[config.mk]
export PLATFORM = sky130hd
export DESIGN_NAME = idma_2d_midend_lite
export DESIGN_NICKNAME = d
export VERILOG_FILES = /design/src/rtl/idma_2d_midend_lite.sv
export SDC_FILE = /design/constraint.sdc
export NUM_CORES = 1
export LEC_CHECK = 0
export BUFFER_PORTS_ARGS = -buffer_cell sky130_fd_sc_hd__buf_2
export CORE_ASPECT_RATIO = 1.75
export CORE_MARGIN = 2
export CORE_UTILIZATION = 44
export DETAILED_ROUTE_END_ITERATION = 6
export GPL_TIMING_DRIVEN = 1
export PLACE_DENSITY = 0.7
export SLEW_MARGIN = 20
export SYNTH_ARGS = -nofsm -noshare
export SYNTH_HDL_FRONTEND = slang
export SYNTH_SLANG_ARGS = --single-unit
[constraint.sdc]
create_clock -name clk_i -period 4.7 [get_ports clk_i]
set_input_delay 0.705 -clock clk_i [delete_from_list [all_inputs] [get_ports clk_i]]
set_output_delay 0.705 -clock clk_i [all_outputs]
set_load 0.05 [all_outputs]
[src/rtl/idma_2d_midend_lite.sv]
// Lightweight 2D midend: expands one 2D job into a stream of strided 1D bursts
// for the iDMA backend and folds the backend responses into one job response.

package idma_2d_midend_lite_pkg;
   // Default 1D request layout; any struct with src_addr/dst_addr fields can be used.
   typedef struct packed {
      logic [31:0] length;
      logic [31:0] src_addr;
      logic [31:0] dst_addr;
      logic [7:0]  opt;
   } idma_req_t;

   // Default backend response layout; only the error bit is interpreted.
   typedef struct packed {
      logic [7:0] info;
      logic       error;
   } idma_rsp_t;
endpackage

module idma_2d_midend_lite #(
   parameter int unsigned AddrWidth      = 32,
   parameter int unsigned RepWidth       = 32,
   parameter int unsigned MaxOutstanding = 8,
   parameter type idma_req_t = idma_2d_midend_lite_pkg::idma_req_t,
   parameter type idma_rsp_t = idma_2d_midend_lite_pkg::idma_rsp_t
) (
   input  logic                 clk_i,
   input  logic                 rst_ni,
   input  idma_req_t            nd_req_i,
   input  logic [RepWidth-1:0]  reps_i,
   input  logic [AddrWidth-1:0] src_stride_i,
   input  logic [AddrWidth-1:0] dst_stride_i,
   input  logic                 nd_req_valid_i,
   output logic                 nd_req_ready_o,
   output idma_rsp_t            nd_rsp_o,
   output logic                 nd_rsp_valid_o,
   input  logic                 nd_rsp_ready_i,
   output idma_req_t            burst_req_o,
   output logic                 burst_req_valid_o,
   input  logic                 burst_req_ready_i,
   input  idma_rsp_t            burst_rsp_i,
   input  logic                 burst_rsp_valid_i,
   output logic                 burst_rsp_ready_o,
   output logic                 busy_o
);

   localparam int unsigned OutW = $clog2(MaxOutstanding + 1);
   localparam logic [OutW-1:0] MaxOut = OutW'(MaxOutstanding);

   typedef enum logic [1:0] {
      IDLE,
      ISSUE,
      DRAIN,
      RESP
   } state_e;

   state_e               state_q, state_d;
   logic                 ready_q;
   idma_req_t            req_q;
   idma_rsp_t            rsp_q;
   logic [RepWidth-1:0]  reps_q;
   logic [RepWidth-1:0]  issued_q;
   logic [OutW-1:0]      outstanding_q;
   logic [AddrWidth-1:0] src_stride_q;
   logic [AddrWidth-1:0] dst_stride_q;
   logic                 error_sticky_q;
   logic                 job_hs;
   logic                 burst_hs;
   logic                 rsp_hs;

   // The current burst is the latched request whose addresses advance in place.
   assign burst_req_o = req_q;
   assign busy_o      = (state_q != IDLE);

   // Job ready is registered so it stays low while reset is asserted.
   assign nd_req_ready_o = ready_q;

   // Merged response: last captured backend response with the accumulated error.
   always_comb begin
      nd_rsp_o       = rsp_q;
      nd_rsp_o.error = error_sticky_q;
   end

   // State register plus the registered job-ready flag.
   always_ff @(posedge clk_i or negedge rst_ni) begin
      if (!rst_ni) begin
         state_q <= IDLE;
         ready_q <= 1'b0;
      end else begin
         state_q <= state_d;
         ready_q <= (state_d == IDLE);
      end
   end

   // Handshake-qualified outputs and next-state selection.
   always_comb begin
      state_d           = state_q;
      burst_req_valid_o = 1'b0;
      burst_rsp_ready_o = 1'b0;
      nd_rsp_valid_o    = 1'b0;
      job_hs            = 1'b0;
      burst_hs          = 1'b0;
      rsp_hs            = 1'b0;
      case (state_q)
         IDLE: begin
            job_hs = nd_req_valid_i && ready_q;
            if (job_hs) begin
               state_d = (reps_i == '0) ? RESP : ISSUE;
            end
         end
         ISSUE: begin
            burst_req_valid_o = (outstanding_q < MaxOut);
            burst_rsp_ready_o = 1'b1;
            burst_hs          = burst_req_valid_o && burst_req_ready_i;
            rsp_hs            = burst_rsp_valid_i;
            if (burst_hs && ((issued_q + RepWidth'(1)) == reps_q)) begin
               state_d = DRAIN;
            end
         end
         DRAIN: begin
            burst_rsp_ready_o = 1'b1;
            rsp_hs            = burst_rsp_valid_i;
            if ((outstanding_q == '0) || (rsp_hs && (outstanding_q == OutW'(1)))) begin
               state_d = RESP;
            end
         end
         RESP: begin
            nd_rsp_valid_o = 1'b1;
            if (nd_rsp_ready_i) begin
               state_d = IDLE;
            end
         end
         default: state_d = IDLE;
      endcase
   end

   // Job latching, address stepping, burst accounting and response merging.
   always_ff @(posedge clk_i or negedge rst_ni) begin
      if (!rst_ni) begin
         req_q          <= '0;
         rsp_q          <= '0;
         reps_q         <= '0;
         issued_q       <= '0;
         outstanding_q  <= '0;
         src_stride_q   <= '0;
         dst_stride_q   <= '0;
         error_sticky_q <= 1'b0;
      end else if (job_hs) begin
         req_q          <= nd_req_i;
         rsp_q          <= '0;
         reps_q         <= reps_i;
         issued_q       <= '0;
         outstanding_q  <= '0;
         src_stride_q   <= src_stride_i;
         dst_stride_q   <= dst_stride_i;
         error_sticky_q <= 1'b0;
      end else begin
         if (burst_hs) begin
            issued_q       <= issued_q + RepWidth'(1);
            req_q.src_addr <= req_q.src_addr + src_stride_q;
            req_q.dst_addr <= req_q.dst_addr + dst_stride_q;
         end
         case ({burst_hs, rsp_hs})
            2'b10:   outstanding_q <= outstanding_q + OutW'(1);
            2'b01:   outstanding_q <= outstanding_q - OutW'(1);
            default: outstanding_q <= outstanding_q;
         endcase
         if (rsp_hs) begin
            rsp_q          <= burst_rsp_i;
            error_sticky_q <= error_sticky_q | burst_rsp_i.error;
         end
      end
   end

endmodule

# After elaboration in Yosys (flattened, before gate mapping)
# Cells that the tools add are included.
# word_totals
register_bits	248
latchBits	0
ramBits	0
rom_bits	0
in_bits	215
out_inout_bits	118
elab_cells	63
n_memories	0
# op_classes
n_addsub	5
multipliers	0
div	0
magnitude_cmp	1
n_eq_ne	7
n_shift	0
muxes	22
bitwise_logic	1
reduce_logical	14
# op_table
cell	n
$mux W64	2
$add A32 B32 Y32	2
$mux W32	2
$add A32 B1 Y32 const B	1
$eq A32 B32 Y1	1
$logic_not A32 Y1	1
$mux W9	2
$mux W2	5
$mux W1	8
$pmux W2 S4	1
$pmux W4 S2	1
$eq A2 B2 Y1 const B	3
$reduce_bool A2 Y1	3
$add A4 B1 Y4 const B	1
$eq A2 B1 Y1 const B	2
$eq A4 B1 Y1 const B	1
$logic_and A1 B1 Y1	4
$logic_not A2 Y1	2
$logic_not A4 Y1	1
$lt A4 B4 Y1 const B	1
$mux W4	1
$sub A4 B1 Y4 const B	1
$reduce_bool A3 Y1	1
$reduce_or A2 Y1	1
other kinds (2)	2

# Longest topological paths before layout
# Gate-level depths: netlist of the first run.
# logic_depth
ltp_word	6
ltp_mapped	13

# Least setup slack after synthesis of the first run
# No wires, ideal clock.
# synth_path
path_type	register -> register
from	reg req_q, in the netlist burst_req_o[8]
to	reg req_q, in the netlist burst_req_o[38]
setup_ps	126
arrival_time_ps	3114
required_time_ps	4574
path_slack_ps	1460
path_stages_with_launch	14
n_path_buf	0
path_cell_list	dfrtp_1 -> ha_1 -> inv_1 -> fa_1 -> nor2b_1 -> o21ai_0 -> a211oi_1 -> o211ai_1 -> a211oi_1 -> o31ai_1 -> nand2_1 -> a21boi_0 -> mux2i_1 -> a221o_1
# synth_between
elab_chain_len	3
# synth_lines
item	line_no	source
start, declared	59	idma_req_t req_q;
start signal, assigned	149	req_q <= nd_req_i;
$add A32 B32 Y32	161	req_q.dst_addr <= req_q.dst_addr + dst_stride_q;
$mux W64	158	if (burst_hs) begin
$mux W64	148	end else if (job_hs) begin
# Every way passes these cells. The select of a mux whose other input is x is not followed.
# A chain may end at the register's enable or synchronous reset.

# Worst setup path after layout of the first run
# layout_path
from	reg issued_q[0]
to	reg ready_q, in the netlist nd_req_ready_o
# layout_between
elab_chain_len	6
# layout_lines
item	line_no	source
start, declared	62	logic [RepWidth-1:0] issued_q;
start signal, assigned	159	issued_q <= issued_q + RepWidth'(1);
$add A32 B1 Y32	116	if (burst_hs && ((issued_q + RepWidth'(1)) == reps_q)) begin
$eq A32 B32 Y1	116	
$logic_and A1 B1 Y1	116	
$mux W2	116	
$pmux W2 S4	104	case (state_q)
$logic_not A2 Y1	91	ready_q <= (state_d == IDLE);
end signal, assigned	91	
end, declared	58	logic ready_q;
# Every way passes these cells.

==> flow_summary.yaml, run 1 <==
layout:
  finalNonFillerCells: 2456
  final_common_cell: "nand2_1"
  register_area_um2: 6210
  final_util: 0.535
  fillers: 3040
  multiInputGateArea_um2: 7800
  area_growth_pct: 20.0
  layout_common_cells: "nand2_1 (544), buf_2 (331), dfrtp_1 (248)"
  final_area_um2: 17200
  layout.nets: 2327
  drive_gt1_frac: 0.198
global_route:
  antenna_found_initial: 6
  grt_overflow: 0
  grtUsageTotal: 0.245
  grt_pass1_wl_mm: 67.3
  first_global_vias: 13300
  grt_max_degree: 183
sta:
  setup_viol: 0
  grt_setup_unrepaired: "no"
  max_slew.worst_pin.slew_ps: 847
  fin_crit_sh: 0.752
  hold_violations: 0
  timing.fmax_ghz: 0.283
  fin_tns_setup_ps: 0
  period_minus_slack_ps: 3530
  whs_ps: 214
  finalMaxSlewViolations: 0
  max-slew-margin-rel: 0.436
  layout_setup_ws_ps: 1170
  clock_skew_ps: 9.36
critical_path:
  critPathKind: "flop to flop"
  crit_fanout: 6
  slowest_stage: "dfrtp_1"
  crit_chain: "ha_1 -> and3_1 -> and3_1 -> nand2_1 -> or3_1 -> a2111oi_0 -> nand4_1 -> nor4_2 -> nand4_1 -> mux2_1 -> a222oi_1"
  cp-start-kind: "flop"
  crit_required_ps: 5120
  end_kind: "flop"
  crit_arrival_ps: 3950
  cp_slowest_stage_delay_ps: 440
yosys:
  syn_area_um2: 14400
  synth_edf_count: 0
  syn-num-nets: 2028
  ys_seq_elements: 248
  synth_ff_type: "dfrtp_1"
  netlist_instances: 1740
  async_flop_share: 1.00
  synth-seq-area-share: 0.432
  netlist-cell-type-count: 73
  syn_area_per_cell_um2: 8.25
  ys.warnings.count: 0
die:
  initial_core_util: 0.446
  fp.coreArea_um2: 32200
  io_pins: 333
  num_rows: 87
  die_w_um: 141
  dieHeight_um: 243
  dieArea_um2: 34200
route:
  drtPass1Iterations: 5
  ant_nets: 0
  drt-total-wl_mm: 42.7
  drcViolationCount: 0
  wl_per_cell_um: 17.4
  vias: 13300
  drt_iter0_drc: 466
  vias_per_cell: 5.43
cts:
  cts_resized: 0
  hold_buffers: 0
  cts_buffers: 25
  path_clk_slew_ps: 60
  cts_max_level: 1
  clockRootBuffer: "clkbuf_16"
  ctsLongestPathBuffers: 3
  cts_tree: "done"
  cts_setup_buffers: 0
  clock-sinks: 248
  clock_latency_ps: 540
power_and_ir_drop:
  p_switching_mw: 6.45
  finalPower_mw: 13.2
  power.share.combinational: 0.560
  p_int_mw: 6.74
  power_per_cell_area_nw_per_um2: 765
  sw_frac_of_total: 0.489
  vdd_drop_max_mv: 0.444
  power_frac_seq: 0.285
  power.static_leakage_nw: 8.73
  p_clk_frac: 0.155
place:
  dpl_cell_area_um2: 16400
  pre_cts_slack_ps: 1220
  post-place-cells: 2412
  place_congestion: 0.971
  dp_hpwl_mm: 31.7
  numPortBuffers: 332
run_status:
  status: "completed"
min_path:
  holdCritPathClass: "input pin to asynchronous set/reset pin"
job:
  drv_cap: 0
## cells in the mapped netlist (4+ instances only)
cell type,instances,area share
o21ai_0,92,0.032
dfrtp_1,248,0.43
nor4_1,17,0.0074
ha_1,71,0.062
o211ai_1,8,0.0042
a31oi_1,23,0.010
o31ai_1,5,0.0026
clkbuf_1,67,0.018
nand3_1,31,0.011
xnor2_1,60,0.037
nand4_1,18,0.0078
and3_1,12,0.0052
xor2_1,50,0.030
nor2_1,135,0.035
a21oi_1,112,0.039
or2_2,5,0.0022
buf_2,6,0.0021
o31a_1,4,0.0024
and2_1,6,0.0026
nand3b_1,9,0.0047
nand2_1,544,0.14
a211oi_1,14,0.0073
o21a_1,9,0.0047
mux2i_1,14,0.0098
nand2b_1,12,0.0052
nor3_1,17,0.0059
o21bai_1,8,0.0042
inv_1,24,0.0063
nor2b_1,7,0.0030
a22oi_1,11,0.0058
a21o_1,25,0.013
or3_1,17,0.0074
## worst max-delay path: cells and delay by family (launching register included)
| kind | cells | cell delay (ps) |
|---|---|---|
| AOI/OAI and AO/OA | 2 | 640 |
| and+or+nand+nor | 7 | 1680 |
| adders and majority gates | 1 | 260 |
| muxes | 1 | 390 |
| DFF | 1 | 440 |
## sequential cells by signal, summed over array words and instances, names as in the netlist
| name | flops |
|---|---|
| reps_q | 32 |
| state_q | 2 |
| burst_req_o | 104 |
| nd_rsp_o | 8 |
| outstanding_q | 4 |
| dst_stride_q | 32 |
| issued_q | 32 |
| error_sticky_q | 1 |
| nd_req_ready_o | 1 |
| src_stride_q | 32 |
## cells by family (layout without fill, tap and decap cells)
logic type      Yosys count  in the layout  share of synthesized area
simple gates            851            851                      0.253
compound gates          342            342                      0.144
flops                   248            248                      0.432
xor+xnor                110            110                     0.0671
buf+inv                 100            414                     0.0269
fa+ha+maj                73             73                     0.0646
mux                      16             16                     0.0113
other cells               0              2                          0
## final cells by class
class / count / area share
multi-input combinational: 1392 / 0.452
sequential: 248 / 0.360
timing repair buffer: 348 / 0.105
clock buffer: 37 / 0.0430
tap: 400 / 0.0290
inverter: 24 / 0.00523
clock inverter: 5 / 0.00450
antenna: 2 / 0.000290
## routing by layer
metal / routed length, um / vias to the layer above / global-route usage
met3: 2170 / 99 / 0.0414
li1: - / 6508 / -
met4: 1810 / 10 / 0.101
met2: 22700 / 383 / 0.464
met1: 16000 / 6334 / 0.266
met5: 69 / - / 0
## power groups by stage
| stage | clock network, mW | logic (mW) | registers, mW |
|---|---|---|---|
| 2_1_floorplan | 0 | 4.13 | 5.20 |
| 3_3_place_gp | 0 | 7.24 | 3.75 |
| 3_5_place_dp | 0 | 7.38 | 3.77 |
| 4_1_cts | 2.10 | 7.42 | 3.76 |
| 5_1_grt | 2.17 | 8.12 | 3.88 |
| 6_report | 2.04 | 7.39 | 3.76 |
## worst paths after layout
check,from,to,slack (ps),cells past startpoint
hold reg to reg,burst_req_o[89],burst_req_o[89],470,2
min in group clk_i,src_stride_i[15],src_stride_q[15],350,3
max in group asynchronous,rst_ni,burst_req_o[54],3420,2
hold / removal,rst_ni,burst_req_o[22],210,1
setup / recovery,issued_q[0],nd_req_ready_o,1170,11
setup reg to reg,issued_q[0],nd_req_ready_o,1170,11
Power figures use the tool's default switching activity.
==> run 2, diff against run 1 <==
==> constraint.sdc (replaced) <==
create_clock -name clk_i -period 3.45 [get_ports clk_i]
set_input_delay 0.5175 -clock clk_i [delete_from_list [all_inputs] [get_ports clk_i]]
set_output_delay 0.5175 -clock clk_i [all_outputs]
set_load 0.05 [all_outputs]
==> flow_summary.yaml, run 2 (synthesis results as in run 1) <==
run_status:
  status: "completed"
critical_path:
  rr_startpoint: "issued_q[16]"
  crit_path_end: "nd_req_ready_o"
  cp.depth: 11
  crit_chain: "nand4_1 -> or4_1 -> or4_2 -> a31oi_1 -> nor2_1 -> nand4_1 -> nor4_2 -> nand4_1 -> buf_4 -> mux2_1 -> a222oi_1"
  cp-start-kind: "flop"
  crit_arrival_ps: 3680
  cp_top_family: "simple AND/OR/NAND/NOR gates"
  end_kind: "flop"
  crit_required_ps: 3890
  cp_num_buf_inv: 1
  slowest_stage: "or4_2"
  crit_top_cell: "nand4_1"
  reg2reg_depth: 11
  critPathKind: "flop to flop"
  crit_fanout: 6
  critPathLaunch: "issued_q[16]"
  cp_slowest_stage_delay_ps: 680
  r2r_slack_ps: 200
  r2r_end: "nd_req_ready_o"
route:
  wl_per_cell_um: 17.3
  drtPass1Iterations: 5
  ant_nets: 0
  drt-total-wl_mm: 43.0
  drt_iter0_drc: 578
  vias_per_cell: 5.41
  drcViolationCount: 0
  vias: 13400
power_and_ir_drop:
  power.static_leakage_nw: 8.90
  vdd_drop_max_mv: 0.665
  power_per_cell_area_nw_per_um2: 1050
  finalPower_mw: 18.5
sta:
  finalMaxSlewViolations: 0
  period_minus_slack_ps: 3250
  fin_crit_sh: 0.941
  max_slew.worst_pin.slew_ps: 917
  grt_setup_unrepaired: "no"
  setup_viol: 0
  timing.fmax_ghz: 0.308
  hold_violations: 0
  clock_skew_ps: 8.30
  max-slew-margin-rel: 0.389
  whs_ps: 159
job:
  drv_cap: 0
global_route:
  first_global_vias: 13500
  grt_overflow: 0
  grtUsageTotal: 0.249
  grt_max_degree: 154
  grt_pass1_wl_mm: 68.8
  antenna_found_initial: 8
die:
  die_w_um: 141
  dieArea_um2: 34200
  dieHeight_um: 243
  fp.coreArea_um2: 32200
  initial_core_util: 0.446
  io_pins: 333
  num_rows: 87
layout:
  area_growth_pct: 22.4
  register_area_um2: 6210
  largest_register_ffs: 104
  drive_gt1_frac: 0.210
  fillers: 3029
  layout_common_cells: "nand2_1 (544), buf_2 (331), dfrtp_1 (248)"
  final_area_um2: 17600
  multiInputGateArea_um2: 7840
  layout.nets: 2344
  final_common_cell: "nand2_1"
cts:
  cts_buffers: 26
  clockRootBuffer: "clkbuf_16"
  clock-sinks: 248
  cts_tree: "done"
  ctsLongestPathBuffers: 3
  clock_latency_ps: 550
  cts_max_level: 1
  path_clk_slew_ps: 60
place:
  place_congestion: 0.953
  dpl_cell_area_um2: 16600
  numPortBuffers: 332
  dp_hpwl_mm: 31.9
min_path:
  holdCritPathClass: "input pin to flop"
[run 2: changes by cell type in the layout (fill, tap and decap cells not counted), sizes merged]
cell         before  now
dlygate4sd3       0    1
clkbuf           37   32
buf             348  363
clkinv            2    6
bufinv            2    6
diode             2    4
clkinvlp          1    0
[run 2: final cells by class]
class,instances,area share
Multi-Input combinational cell,1392,0.446
Sequential cell,248,0.353
Timing Repair Buffer,364,0.113
Clock buffer,32,0.0418
Tap cell,400,0.0285
Clock inverter,12,0.0120
Inverter,24,0.00513
Antenna cell,4,0.000570
[run 2: what timing repair did]
action / in CTS / in global routing
pin swaps: 1 / 0
endpoints found under the setup margin: 1 / 9
cloned: 0 / 0
setup buffers: 2 / 0
hold endpoints to repair: 58 / 0
gates resized for setup: 0 / 9
hold buffers: 1 / 0
[run 2: worst min-delay path by stage]
stage,from,to,depth (start not counted)
after global routing,src_stride_i[12],src_stride_q[12],3
after global placement,burst_req_o[0],burst_req_o[0],2
after floorplan,rst_ni,burst_req_o[0],0
after CTS,dst_stride_i[9],dst_stride_q[9],3
final,nd_req_i[77],burst_req_o[77],3
after detailed placement,burst_req_o[75],burst_req_o[75],2
[run 2: through the flow]
stage | TNS, ps | setup slack [ps] | std cells | util
final | 0 | 203 | 2476 | 0.545
after global routing | 0 | 10.6 | 2474 | 0.545
after CTS | 0 | 90.2 | 2472 | 0.544
after detailed placement | -6.62 | -6.62 | 2425 | 0.514
after global placement | 0 | 177 | 2425 | 0.514
after floorplan | 0 | 210 | 1740 | -
[run 2: worst reg2reg max path, stage by stage, from the launching register on]
cell,delay [ps]
dfrtp_1,460
nand4_1,210
or4_1,600
or4_2,680
a31oi_1,180
nor2_1,60
nand4_1,110
nor4_2,50
nand4_1,80
buf_4,150
mux2_1,320
a222oi_1,230
[run 2: metal layers]
| metal | wire (um) | GRT usage | vias up | share of wire |
|---|---|---|---|---|
| li1 | - | - | 6561 | - |
| met1 | 16300 | 0.274 | 6345 | 0.38 |
| met2 | 22700 | 0.465 | 384 | 0.53 |
| met3 | 2180 | 0.0438 | 91 | 0.051 |
| met4 | 1790 | 0.109 | 8 | 0.042 |
| met5 | 55 | 0 | - | 0.0013 |
[run 2: report_power, final]
part / switching, mW / total [mW] / internal [mW]
sequential: 0.980 / 5.11 / 4.13
combinational: 6.69 / 10.2 / 3.50
clock: 1.21 / 3.15 / 1.94
